===== src/rtl/branch_predict_unit.sv =====
// Branch resolution and prediction: a direct-mapped table of saturating counters,
// read combinationally by fetch and trained by execute, plus a registered flush/redirect.
// Optional performance counters are built only when BPU_PERF_EN is defined.
module branch_predict_unit #(
  parameter int XLEN      = 32,
  parameter int BHT_DEPTH = 64,
  parameter int CTR_BITS  = 2
) (
  input  logic            clock,
  input  logic            reset,
  input  logic            stall,
  input  logic [XLEN-1:0] lookup_addr,
  output logic            lookup_taken,
  input  logic            valid,
  input  logic            is_branch,
  input  logic            is_jump,
  input  logic            taken,
  input  logic            pred_taken,
  input  logic [XLEN-1:0] branch_pc,
  input  logic [XLEN-1:0] target,
  output logic            do_flush,
  output logic [XLEN-1:0] redirect_addr,
  output logic [31:0]     branch_count,
  output logic [31:0]     mispredict_count
);
  localparam int IDX_W = $clog2(BHT_DEPTH);
  localparam logic [CTR_BITS-1:0] CTR_MAX  = '1;
  localparam logic [CTR_BITS-1:0] CTR_INIT = CTR_MAX >> 1;

  logic [CTR_BITS-1:0] bht [BHT_DEPTH];

  logic [IDX_W-1:0]    lookup_idx;
  logic [IDX_W-1:0]    train_idx;
  logic [CTR_BITS-1:0] ctr_cur;
  logic [CTR_BITS-1:0] ctr_next;
  logic                acc;
  logic                br;
  logic                mp;
  logic                jr;
  logic [XLEN-1:0]     redirect_next;
  logic                unused_bits;

  assign lookup_idx   = lookup_addr[IDX_W+1:2];
  assign train_idx    = branch_pc[IDX_W+1:2];
  assign lookup_taken = bht[lookup_idx][CTR_BITS-1];
  assign unused_bits  = ^{lookup_addr[XLEN-1:IDX_W+2], lookup_addr[1:0]};

  // Resolve port has valid only (no ready): a resolve is taken whenever valid is
  // high, the pipe is not stalled, and we are not in the squash cycle of a flush.
  assign acc = valid & ~stall & ~do_flush;
  assign jr  = acc & is_jump;
  assign br  = acc & is_branch & ~is_jump;
  assign mp  = br & (taken != pred_taken);

  assign redirect_next = (is_jump | (is_branch & taken)) ? target : branch_pc + XLEN'(4);

  assign ctr_cur = bht[train_idx];
  always_comb begin
    ctr_next = ctr_cur;
    if (taken) begin
      if (ctr_cur != CTR_MAX) ctr_next = ctr_cur + CTR_BITS'(1);
    end else begin
      if (ctr_cur != '0) ctr_next = ctr_cur - CTR_BITS'(1);
    end
  end

  always_ff @(posedge clock or negedge reset) begin
    if (!reset) begin
      for (int i = 0; i < BHT_DEPTH; i++) bht[i] <= CTR_INIT;
    end else if (br) begin
      bht[train_idx] <= ctr_next;
    end
  end

  always_ff @(posedge clock or negedge reset) begin
    if (!reset) begin
      do_flush      <= 1'b0;
      redirect_addr <= '0;
    end else if (!stall) begin
      do_flush <= mp | jr;
      if (mp | jr) redirect_addr <= redirect_next;
    end
  end

`ifdef BPU_PERF_EN
  always_ff @(posedge clock or negedge reset) begin
    if (!reset) begin
      branch_count     <= '0;
      mispredict_count <= '0;
    end else begin
      if (br) branch_count     <= branch_count + 32'd1;
      if (mp) mispredict_count <= mispredict_count + 32'd1;
    end
  end
`else
  assign branch_count     = 32'd0;
  assign mispredict_count = 32'd0;
`endif

endmodule


===== config.mk =====
export PLATFORM = sky130hd
export DESIGN_NAME = branch_predict_unit
export DESIGN_NICKNAME = d
export VERILOG_FILES = /design/src/rtl/branch_predict_unit.sv
export SDC_FILE = /design/constraint.sdc
export NUM_CORES = 1
export LEC_CHECK = 0
export BUFFER_PORTS_ARGS = -buffer_cell sky130_fd_sc_hd__buf_2
export CAP_MARGIN = 20
export CORE_MARGIN = 2
export CORE_UTILIZATION = 50
export CTS_CLUSTER_SIZE = 8
export DETAILED_ROUTE_END_ITERATION = 8
export PLACE_DENSITY_LB_ADDON = 0.1
export SLEW_MARGIN = 20
export SYNTH_ARGS = -nofsm -noshare
export SYNTH_HDL_FRONTEND = slang
export SYNTH_SLANG_ARGS = --single-unit

===== constraint.sdc =====
create_clock -name clock -period 3.13 [get_ports clock]
set_input_delay 0.4695 -clock clock [delete_from_list [all_inputs] [get_ports clock]]
set_output_delay 0.4695 -clock clock [all_outputs]
set_load 0.1 [all_outputs]

# Yosys cells after proc, flatten, opt, wreduce, memory -nomap -nowiden
# Cells that the tools add are included.
[totals] register_bits=161 output_inout_bits=98
[op_classes] n_reduce_logical=3 n_lt_le_gt_ge=3 muxes=13 n_bitwise=14 add_sub_neg=3 n_eq_ne=2
[op_table] cell="128-bit bitwise mux" count=1
[op_table] cell="32-bit by 3-bit adder with 32-bit output (second input constant)" count=1
[op_table] cell="32-bit 2-to-1 mux" count=1
[op_table] cell="2-bit binary-select mux with 6-bit select" count=2
[op_table] cell="2-bit 2-to-1 mux" count=8
[op_table] cell="7-bit >= comparator (second input constant)" count=2
[op_table] cell="6-bit inverter with 7-bit output" count=2
[op_table] cell="2-bit demux with 6-bit select" count=1
[op_table] cell="1-bit AND" count=7
[op_table] cell="7-bit by 1-bit < comparator with 1-bit output (second input constant)" count=1
[op_table] cell="1-bit inverter" count=3
[op_table] cell="2-bit by 1-bit adder with 2-bit output (second input constant)" count=1
[op_table] cell="2-bit != test (second input constant)" count=1
[op_table] cell="1-bit OR" count=2
[op_table] cell="2-bit AND reduction" count=1
[op_table] cell="2-bit nonzero test" count=1
[op_table] cell="2-bit by 1-bit subtractor with 2-bit output (second input constant)" count=1
[op_table] cell="1-bit logical AND" count=1
[op_table] cell="1-bit != test" count=1

# Logic depth before layout (Yosys ltp)
# Gate-level depths: netlist (run 1).
[logic_depth] ltp_word=8 depth_mapped=12 depth_no_buf=9

# Worst setup path after synthesis (run 1)
# No wires, ideal clock.
[synth_path] path_type="input -> output" startpoint="input port lookup_addr[2]" endpoint="output port lookup_taken" path_buffers=2 path_slack_ns=-0.252 cell_stages=5 t_required_ns=2.660 t_arrival_ns=2.912 path_cell_list="clkbuf_1 buf_2 mux4_2 mux4_2 mux4_2"
[synth_between] elab_chain_len=4
[synth_lines] element="from (decl)" line_no="12" text="input logic [XLEN-1:0] lookup_addr,"
[synth_lines] element="6-bit inverter with 7-bit output (implied by the code)" line_no="45" text="assign lookup_taken = bht[lookup_idx][CTR_BITS-1];"
[synth_lines] element="2-bit binary-select mux with 6-bit select" line_no="45"
[synth_lines] element="2-bit 2-to-1 mux (implied by the code) (2 in a row)" line_no="45"
[synth_lines] element="to (decl)" line_no="13" text="output logic lookup_taken,"
# No other way between the ends. The select of a mux whose other input is x is not followed.

# Worst setup path in the final report (run 1)
[layout_path] startpoint="register bht[65] (netlist bit)" endpoint="output port lookup_taken"
[layout_between] elab_chain_len=3
[layout_lines] element="from (decl)" line_no="30" text="logic [CTR_BITS-1:0] bht [BHT_DEPTH];"
[layout_lines] element="from (signal, indexed assignment)" line_no="71" text="bht[train_idx] <= ctr_next;"
[layout_lines] element="2-bit binary-select mux with 6-bit select" line_no="45"
[layout_lines] element="2-bit 2-to-1 mux (implied by the code) (2 in a row)" line_no="45"
# No other way between the ends. The select of a mux whose other input is x is not followed.

==> run summary, run 1 <==
DRT iter0 DRCs: 640
port bufs: 111
Post-synth top flop: dfrtp_1
Layout Area Growth over Synthesis: 13.5%
hold slack: -0.00324 ns
clock share of power: 30.6%
Gate power share: 31.4%
top achievable clock speed: 0.322 GHz
Die Ht: 141 µm
area leader, netlist: dfrtp_1
sequential share of the synthesized area: 43.6%
layout filler cell count: 1710
final net count: 1239
synthesized area per cell: 9.25 µm²
Setup TNS Final: 0 ns
Final Hold Fails: 1
CTS Sinks: 161
Post-DRT Antenna Nets: 0
sequential power share: 38.0%
Die X: 141 µm
Clock Skew: 0.00772 ns
post-DP HPWL: 18600 µm
io pins: 202
synth cell count leaders: nor2_1, o21ai_0, a21oi_1, nand2_1, dfrtp_1
Finished Layout Cells: 1382
clock tree buffer depth: 2
total CTS buffers: 17
period utilisation layout: 99.3%
crit path capture type: output pin
first-pass GRT wire length: 41300 µm
Syn Std Cell Area: 9430 µm²
DR vias: 7888
via density per instance: 5.71
YS warnings: 0
register area: 4110 µm²
CTS tree: done
min cycle time layout: 3.11 ns
largest net degree at the start of global routing: 66
distinct cell type count after synthesis: 65
Max VDD drop: 0.000417 V
DRC: 0
Worst-path clk slew: 0.06 ns
CTS Hold Buffers Added: 0
worst setup path category: reg -> out
sw frac: 41.3%
leakage: 4.61 nW
Internal Pwr Total: 0.00367 W
First-pass DRT Iterations: 6
Critical Path RT: 2.66 ns
core area: 18600 µm²
Worst Hold Class: in -> async
Worst-Skew Late Latency: 0.43 ns
wire per inst: 19.0 µm
Die Footprint: 20000 µm²
Max-slew headroom: 33.9%
number of setup violations in the final report: 0
number of synthesized flops with an enable pin: 0
antenna violations before repair: 1
critical path fanouts, max: 3
failing checks: hold timing
Multi-input gate area: 4700 µm²
GPL Wtd Cong: 0.900
Total GRT Usage: 26.8%
total power draw: 0.00625 W
clock root buffer: clkbuf_16
GRT overflow: 0
placed insts: 1349
P_sw: 0.00258 W
Synth area leaders: dfrtp_1, dfstp_2, mux4_2, nor2_1, o21ai_0
Yosys top cell area share: 25.8%
Setup crit start kind: flip-flop
total power divided by cell area: 584 nW/µm²
maximum capacitance violations: 0
Mapped Cells: 1019
Cell Rows: 50
worst slew pin tran: 0.991 ns
RSZ-0062 raised after global routing: no
vias in the first global route: 7312
flops & latches, synth: 161
final wirelength: 26200 µm
status: complete, but fails checks
H-tree depth: 4
final core occ: 57.6%
fraction of layout cells with a size suffix above 1: 27.6%
crit path DAT: 2.64 ns
asr flop ratio synth: 100%
Initial Util: 50.7%
most instantiated library cell after synthesis: nor2_1
Slew Limit Fails: 0
-- metrics by stage --
stage	setup slack, ns	cell area (µm²)	hold slack (ns)
finish	0.0232	10700	-0.00324
global route	0.0105	10700	0.0217
CTS	0.0198	10700	0.0113
detailed placement	0.0433	10200	0.464
global placement	0.0475	10200	0.456
floorplan	0.0199	9670	0.174
-- worst paths after layout --
| check | from | endpoint | slack, ns | cells past startpoint |
|---|---|---|---|---|
| worst max-delay path | bht[65] | lookup_taken | 0.02 | 4 |
| worst min-delay path | reset | bht[93] | -0.003 | 1 |
| worst max register to register | bht[122] | bht[35] | 0.66 | 9 |
| worst min register to register | redirect_addr[29] | redirect_addr[29] | 0.47 | 2 |
| max in group asynchronous | reset | bht[62] | 2.33 | 2 |
| min in group clock | stall | do_flush | 0.26 | 3 |
-- power by group through the flow --
| stage | Clock [W] | Combinational [W] | Sequential (W) |
|---|---|---|---|
| 4_1_cts | 0.00195 | 0.00196 | 0.00238 |
| 2_1_floorplan | 0 | 0.000855 | 0.00316 |
| 6_report | 0.00192 | 0.00196 | 0.00238 |
| 3_5_place_dp | 0 | 0.00196 | 0.00241 |
| 3_3_place_gp | 0 | 0.00195 | 0.00240 |
| 5_1_grt | 0.00203 | 0.00205 | 0.00240 |
-- what timing repair did --
action                                  in CTS  in global routing
endpoints found under the setup margin       1                  0
buffers inserted                             0                  0
gates resized for setup                      1                  0
-- critical path, stage by stage (launching register included) --
cell and delay [ns]:
dfrtp_1 0.42, mux4_2 0.49, mux4_2 0.53, mux4_2 0.51, buf_4 0.26
-- layout by cell type (no fill, tap or decap), drive strengths merged, types with 3 or more instances in the layout --
master,synthesis,layout
xor2,13,13
clkbuf,27,20
dfrtp,97,97
clkinvlp,0,5
a22oi,8,8
a221oi,5,5
nand2,104,104
nor2b,4,4
or3,6,6
buf,100,160
inv,6,7
a21oi,114,114
and2,4,4
nand4,6,6
dfstp,64,64
nor3,11,11
clkinv,0,6
nand3,24,24
nor2,155,155
nand2b,4,4
mux2i,35,35
mux4,28,28
a21o,3,3
mux2,9,9
and3,8,8
a211oi,7,7
conb,1,64
xnor2,12,12
o21ai,109,109
a31oi,22,22
-- metal layers --
metal	global-route usage (%)	share of wire, %	up-vias
met1	38.9	45	3808
met3	3.71	6.8	48
met5	0	0	-
li1	-	-	3711
met2	41.0	45	321
met4	10.5	3.1	0
-- layout make-up --
| class | count | share of cell area [%] |
|---|---|---|
| clock buffers | 20 | 4.18 |
| multi-input cells | 788 | 44.0 |
| repair buffers | 160 | 9.65 |
| diodes | 1 | 0.0234 |
| flip-flops and latches | 161 | 38.4 |
| well taps | 234 | 2.74 |
| clock inverters | 12 | 0.819 |
| inverters | 6 | 0.211 |
-- cells by family after synthesis --
logic type / synth area share [%]
flops: 43.6
buf+inv: 9.21
xor+xnor: 2.32
simple gates: 15.7
mux: 11.5
compound gates: 17.4
fa+ha+maj: 0.252
other cells: 0.0398
-- sequential cells by signal (all words and copies together), names as in the netlist --
signal	flops
redirect_addr	32
do_flush	1
bht	128
(Power assumes the default switching activity.)
==> inputs of run 2 (changes only) <==
CORE_UTILIZATION = 52   (was 50)
CTS_BUF_LIST = sky130_fd_sc_hd__clkbuf_4   (was not set)
==> run summary, run 2 (synthesis results as in run 1) <==
post-DP HPWL: 18200 µm
Biggest register: bht
DRT iter0 DRCs: 527
commonest cells after routing, fill and taps aside: nor2_1, buf_2, o21ai_0, nand2_1, a21oi_1
total CTS buffers: 17
DR vias: 7873
crit path buf inv count: 1
Crit-path slowest cell: mux4_2
wire per inst: 18.8 µm
Layout Area Growth over Synthesis: 11.6%
period utilisation layout: 102%
GR Layer Usage met3: 5.77%
final worst slack: -0.0630 ns
crit path capture type: output pin
H-tree depth: 4
CTS tree: done
Setup crit start kind: flip-flop
number of setup violations in the final report: 1
Cell Rows: 49
critical path fanouts, max: 2
Die Footprint: 19200 µm²
port bufs: 111
GR Util met2: 42.3%
final net count: 1244
antenna violations before repair: 1
Critical Path RT: 2.66 ns
Initial Util: 52.6%
worst setup path category: reg -> out
pre-CTS WS: 0.0387 ns
max reg flops: 128
Total GRT Usage: 27.4%
total power divided by cell area: 541 nW/µm²
Setup TNS Final: -0.0630 ns
io pins: 202
Die X: 139 µm
leakage: 4.55 nW
via density per instance: 5.70
placed cell area: 10100 µm²
fraction of layout cells with a size suffix above 1: 27.9%
total power draw: 0.00569 W
Clock Skew: 0.0296 ns
Die Ht: 139 µm
First-pass DRT Iterations: 7
crit path DAT: 2.72 ns
Worst path top cell family by delay: multiplexers
met1 usage: 38.7%
vias in the first global route: 7390
hold slack: 0.110 ns
top achievable clock speed: 0.313 GHz
commonest non-fill, non-tap cell in the layout: nor2_1
Largest regs: bht x128, redirect_addr x32, do_flush x1
maximum capacitance violations: 0
Most common cell on crit path: mux4_2
CTS Sinks: 161
clock tree buffer depth: 2
failing checks: setup timing
Final Cell Area: 10500 µm²
Worst-Skew Late Latency: 0.58 ns
Worst Hold Class: in -> reg
core area: 17900 µm²
largest net degree at the start of global routing: 72
GRT overflow: 0
crit-path cells: mux4_2 -> mux4_2 -> mux4_2 -> buf_6
DRC: 0
Slew Limit Fails: 0
Post-DRT Antenna Nets: 0
worst slew pin tran: 0.981 ns
status: complete, but fails checks
final wirelength: 26000 µm
Max-slew headroom: 34.6%
RSZ-0062 raised after global routing: yes
Worst-path clk slew: 0.14 ns
Max VDD drop: 0.000527 V
GR peak layer: met2
first-pass GRT wire length: 41500 µm
min cycle time layout: 3.19 ns
clock root buffer: clkbuf_4
Final Hold Fails: 0
GPL Wtd Cong: 0.894
layout filler cell count: 1652
slowest cell delay on critical path: 0.53 ns
-- run 2: area by class of cell --
class / instances / area (µm²) / area share (%)
well taps: 229 / 287 / 2.72
flip-flops and latches: 161 / 4110 / 39.0
inverters: 6 / 22.5 / 0.214
clock buffers: 20 / 150 / 1.43
diodes: 1 / 2.50 / 0.0238
repair buffers: 165 / 1090 / 10.3
clock inverters: 12 / 159 / 1.51
multi-input cells: 788 / 4700 / 44.7
-- run 2: final timing paths --
check	depth (start not counted)	to	slack, ns	start
max in group asynchronous	3	bht[4]	1.81	reset
worst min-delay path	3	do_flush	0.11	stall
min in group asynchronous	2	redirect_addr[11]	0.43	reset
worst min register to register	2	redirect_addr[28]	0.49	redirect_addr[28]
worst max-delay path	4	lookup_taken	-0.06	bht[67]
worst max register to register	9	bht[53]	0.61	bht[122]
-- run 2: report_power, final --
group          internal (W)  switching [W]
sequential          0.00227      0.0000973
combinational      0.000360        0.00160
clock              0.000586       0.000772
-- run 2: repair_timing --
item | in CTS | in global routing
setup endpoints to repair | 1 | 1
buffers inserted | 6 | 0
endpoints found under the hold margin | 34 | 0
resized for setup | 2 | 0
hold buffers | 1 | 0
-- run 2: metal layers --
layer	wire length, µm	share of wire, %
met3	1850	7.1
met2	12100	46
met4	750	2.9
met5	0	0
met1	11300	44
-- run 2: through the flow --
step	utilization (%)	std cells
after floorplan	-	1082
after global placement	56.7	1342
after detailed placement	56.7	1342
after CTS	58.8	1381
after global routing	58.8	1382
final	58.8	1382
-- run 2: worst reg2reg max path, stage by stage, from the launching register on --
cell and delay, ns:
dfstp_2 0.57, mux2i_1 0.06, a211oi_1 0.26, a221oi_1 0.11, or4_1 0.46, nand3_1 0.14
nor2_2 0.06, maj3_2 0.37, buf_12 0.20, a31oi_1 0.20
==> inputs of run 3 (changes only) <==
GPL_TIMING_DRIVEN = 0   (was not set)
==> run summary, run 3 (synthesis results as in run 1) <==
status: complete, but fails checks
failing checks: setup timing
First-pass DRT Iterations: 6
crit path to: lookup_taken
period utilisation layout: 104%
Reg2Reg Depth: 8
core area: 17900 µm²
commonest cells after routing, fill and taps aside: nor2_1, buf_2, o21ai_0, a21oi_1, nand2_1
via density per instance: 5.82
Critical Path RT: 2.66 ns
leakage: 4.80 nW
Crit-path slowest cell: mux4_2
register area: 4110 µm²
crit path capture type: output pin
Final Hold Fails: 0
Cell Rows: 49
Initial Util: 52.6%
maximum capacitance violations: 0
FF-to-FF setup slack: 0.26 ns
final wirelength: 29000 µm
vias in the first global route: 8005
RSZ-0062 raised after global routing: yes
min cycle time layout: 3.24 ns
total power divided by cell area: 535 nW/µm²
number of setup violations in the final report: 1
reg2reg start: do_flush
largest net degree at the start of global routing: 86
crit path buf inv count: 3
DRT iter0 DRCs: 846
DR vias: 8461
port bufs: 106
hold slack: 0.0896 ns
FF-to-FF End: bht[108]
Worst-path clk slew: 0.15 ns
CTS Sinks: 161
total CTS buffers: 17
GPL Wtd Cong: 0.954
worst setup path category: in -> out
cell depth of the worst setup path: 6
Die Ht: 139 µm
final worst slack: -0.115 ns
Worst Hold Class: in -> reg
top achievable clock speed: 0.308 GHz
fraction of layout cells with a size suffix above 1: 29.7%
Max VDD drop: 0.000454 V
antenna violations before repair: 2
layout filler cell count: 1610
clock tree buffer depth: 2
commonest non-fill, non-tap cell in the layout: nor2_1
Multi-input gate area: 4680 µm²
CP startpoint: lookup_addr[3]
Setup crit start kind: input pin
crit path DAT: 2.78 ns
Biggest register: bht
Post-DRT Antenna Nets: 0
Worst-Skew Late Latency: 0.58 ns
wire per inst: 19.9 µm
Setup Fix Bufs, Post-CTS: 0
H-tree depth: 4
post-DP HPWL: 20900 µm
Worst path top cell family by delay: multiplexers
Layout Area Growth over Synthesis: 15.3%
final net count: 1314
DRC: 0
Most common cell on crit path: mux4_2
Max-slew headroom: 38.8%
Setup TNS Final: -0.115 ns
CTS tree: done
max reg flops: 128
Clock Skew: 0.0212 ns
Slew Limit Fails: 0
Die X: 139 µm
io pins: 202
crit-path cells: clkbuf_2 -> clkbuf_2 -> mux4_2 -> mux4_2 -> mux4_2 -> buf_6
Die Footprint: 19200 µm²
Largest regs: bht x128, redirect_addr x32, do_flush x1
clock root buffer: clkbuf_4
slowest cell delay on critical path: 0.53 ns
Total GRT Usage: 30.0%
GRT overflow: 0
critical path fanouts, max: 10
worst slew pin tran: 0.919 ns
first-pass GRT wire length: 45000 µm
[run 3: cell count changes in the layout (fill, tap and decap cells not counted), sizes merged]
cell,previous run,this run
clkinv,2,3
buf,164,207
clkbuf,20,45
diode,1,2
inv,9,11
clkinvlp,4,3
[run 3: through the flow]
| step | worst slack, ns | utilization (%) | cell area [µm²] | cells | power (W) |
|---|---|---|---|---|---|
| after floorplan | 0.0199 | - | 9670 | 1082 | 0.00401 |
| after global placement | -0.877 | 58.6 | 10500 | 1417 | 0.00441 |
| after detailed placement | -0.630 | 58.8 | 10500 | 1418 | 0.00444 |
| after CTS | -0.110 | 60.7 | 10900 | 1451 | 0.00581 |
| after global routing | -0.145 | 60.7 | 10900 | 1452 | 0.00601 |
| final | -0.115 | 60.7 | 10900 | 1453 | 0.00581 |
[run 3: cell type report]
cell class	count	area share, %
tap	229	2.64
sequential	161	37.8
antenna	2	0.0461
multi-input combinational	788	43.1
buffer	127	7.90
clock inverter	14	1.66
clock buffer	18	1.24
inverter	6	0.207
timing repair buffer	108	5.38
[run 3: power breakdown]
part           internal [W]  total, W  leakage (nW)  switching (W)
Sequential          0.00227   0.00238          1.95       0.000102
Clock              0.000577   0.00139         0.160       0.000812
Combinational      0.000400   0.00205          2.69        0.00165
Total               0.00325   0.00581          4.80        0.00256
[run 3: repair_timing]
action	in CTS	in global routing
resized for setup	6	0
setup endpoints to repair	1	1
endpoints found under the hold margin	37	0
hold buffers	1	0
[run 3: metal layers]
layer | GRT usage (%) | wire length [µm] | share of wire [%] | vias to the layer above
met4 | 10.5 | 887 | 3.1 | 0
met3 | 6.53 | 2910 | 10 | 71
li1 | - | - | - | 3860
met2 | 47.3 | 13400 | 46 | 493
met5 | 0 | 0 | 0 | -
met1 | 41.5 | 11800 | 41 | 4037
[run 3: worst min-delay path by stage]
| stage | from | to | slack (ns) | cells after the start |
|---|---|---|---|---|
| final | stall | do_flush | 0.09 | 3 |
| after global routing | stall | do_flush | 0.08 | 3 |
| after CTS | stall | do_flush | 0.07 | 3 |
| after detailed placement | redirect_addr[25] | redirect_addr[25] | 0.46 | 1 |
| after global placement | redirect_addr[25] | redirect_addr[25] | 0.46 | 1 |
| after floorplan | reset | bht[101] | 0.17 | 0 |
[run 3: worst reg2reg max path: stages (launching register included)]
cell      delay (ns)
dfrtp_1         0.44
nor4b_2         0.78
nand2_1         0.32
or2_2           0.37
clkbuf_1        0.21
clkbuf_1        0.25
nor2_1          0.21
nand2_1         0.07
o21ai_0         0.14
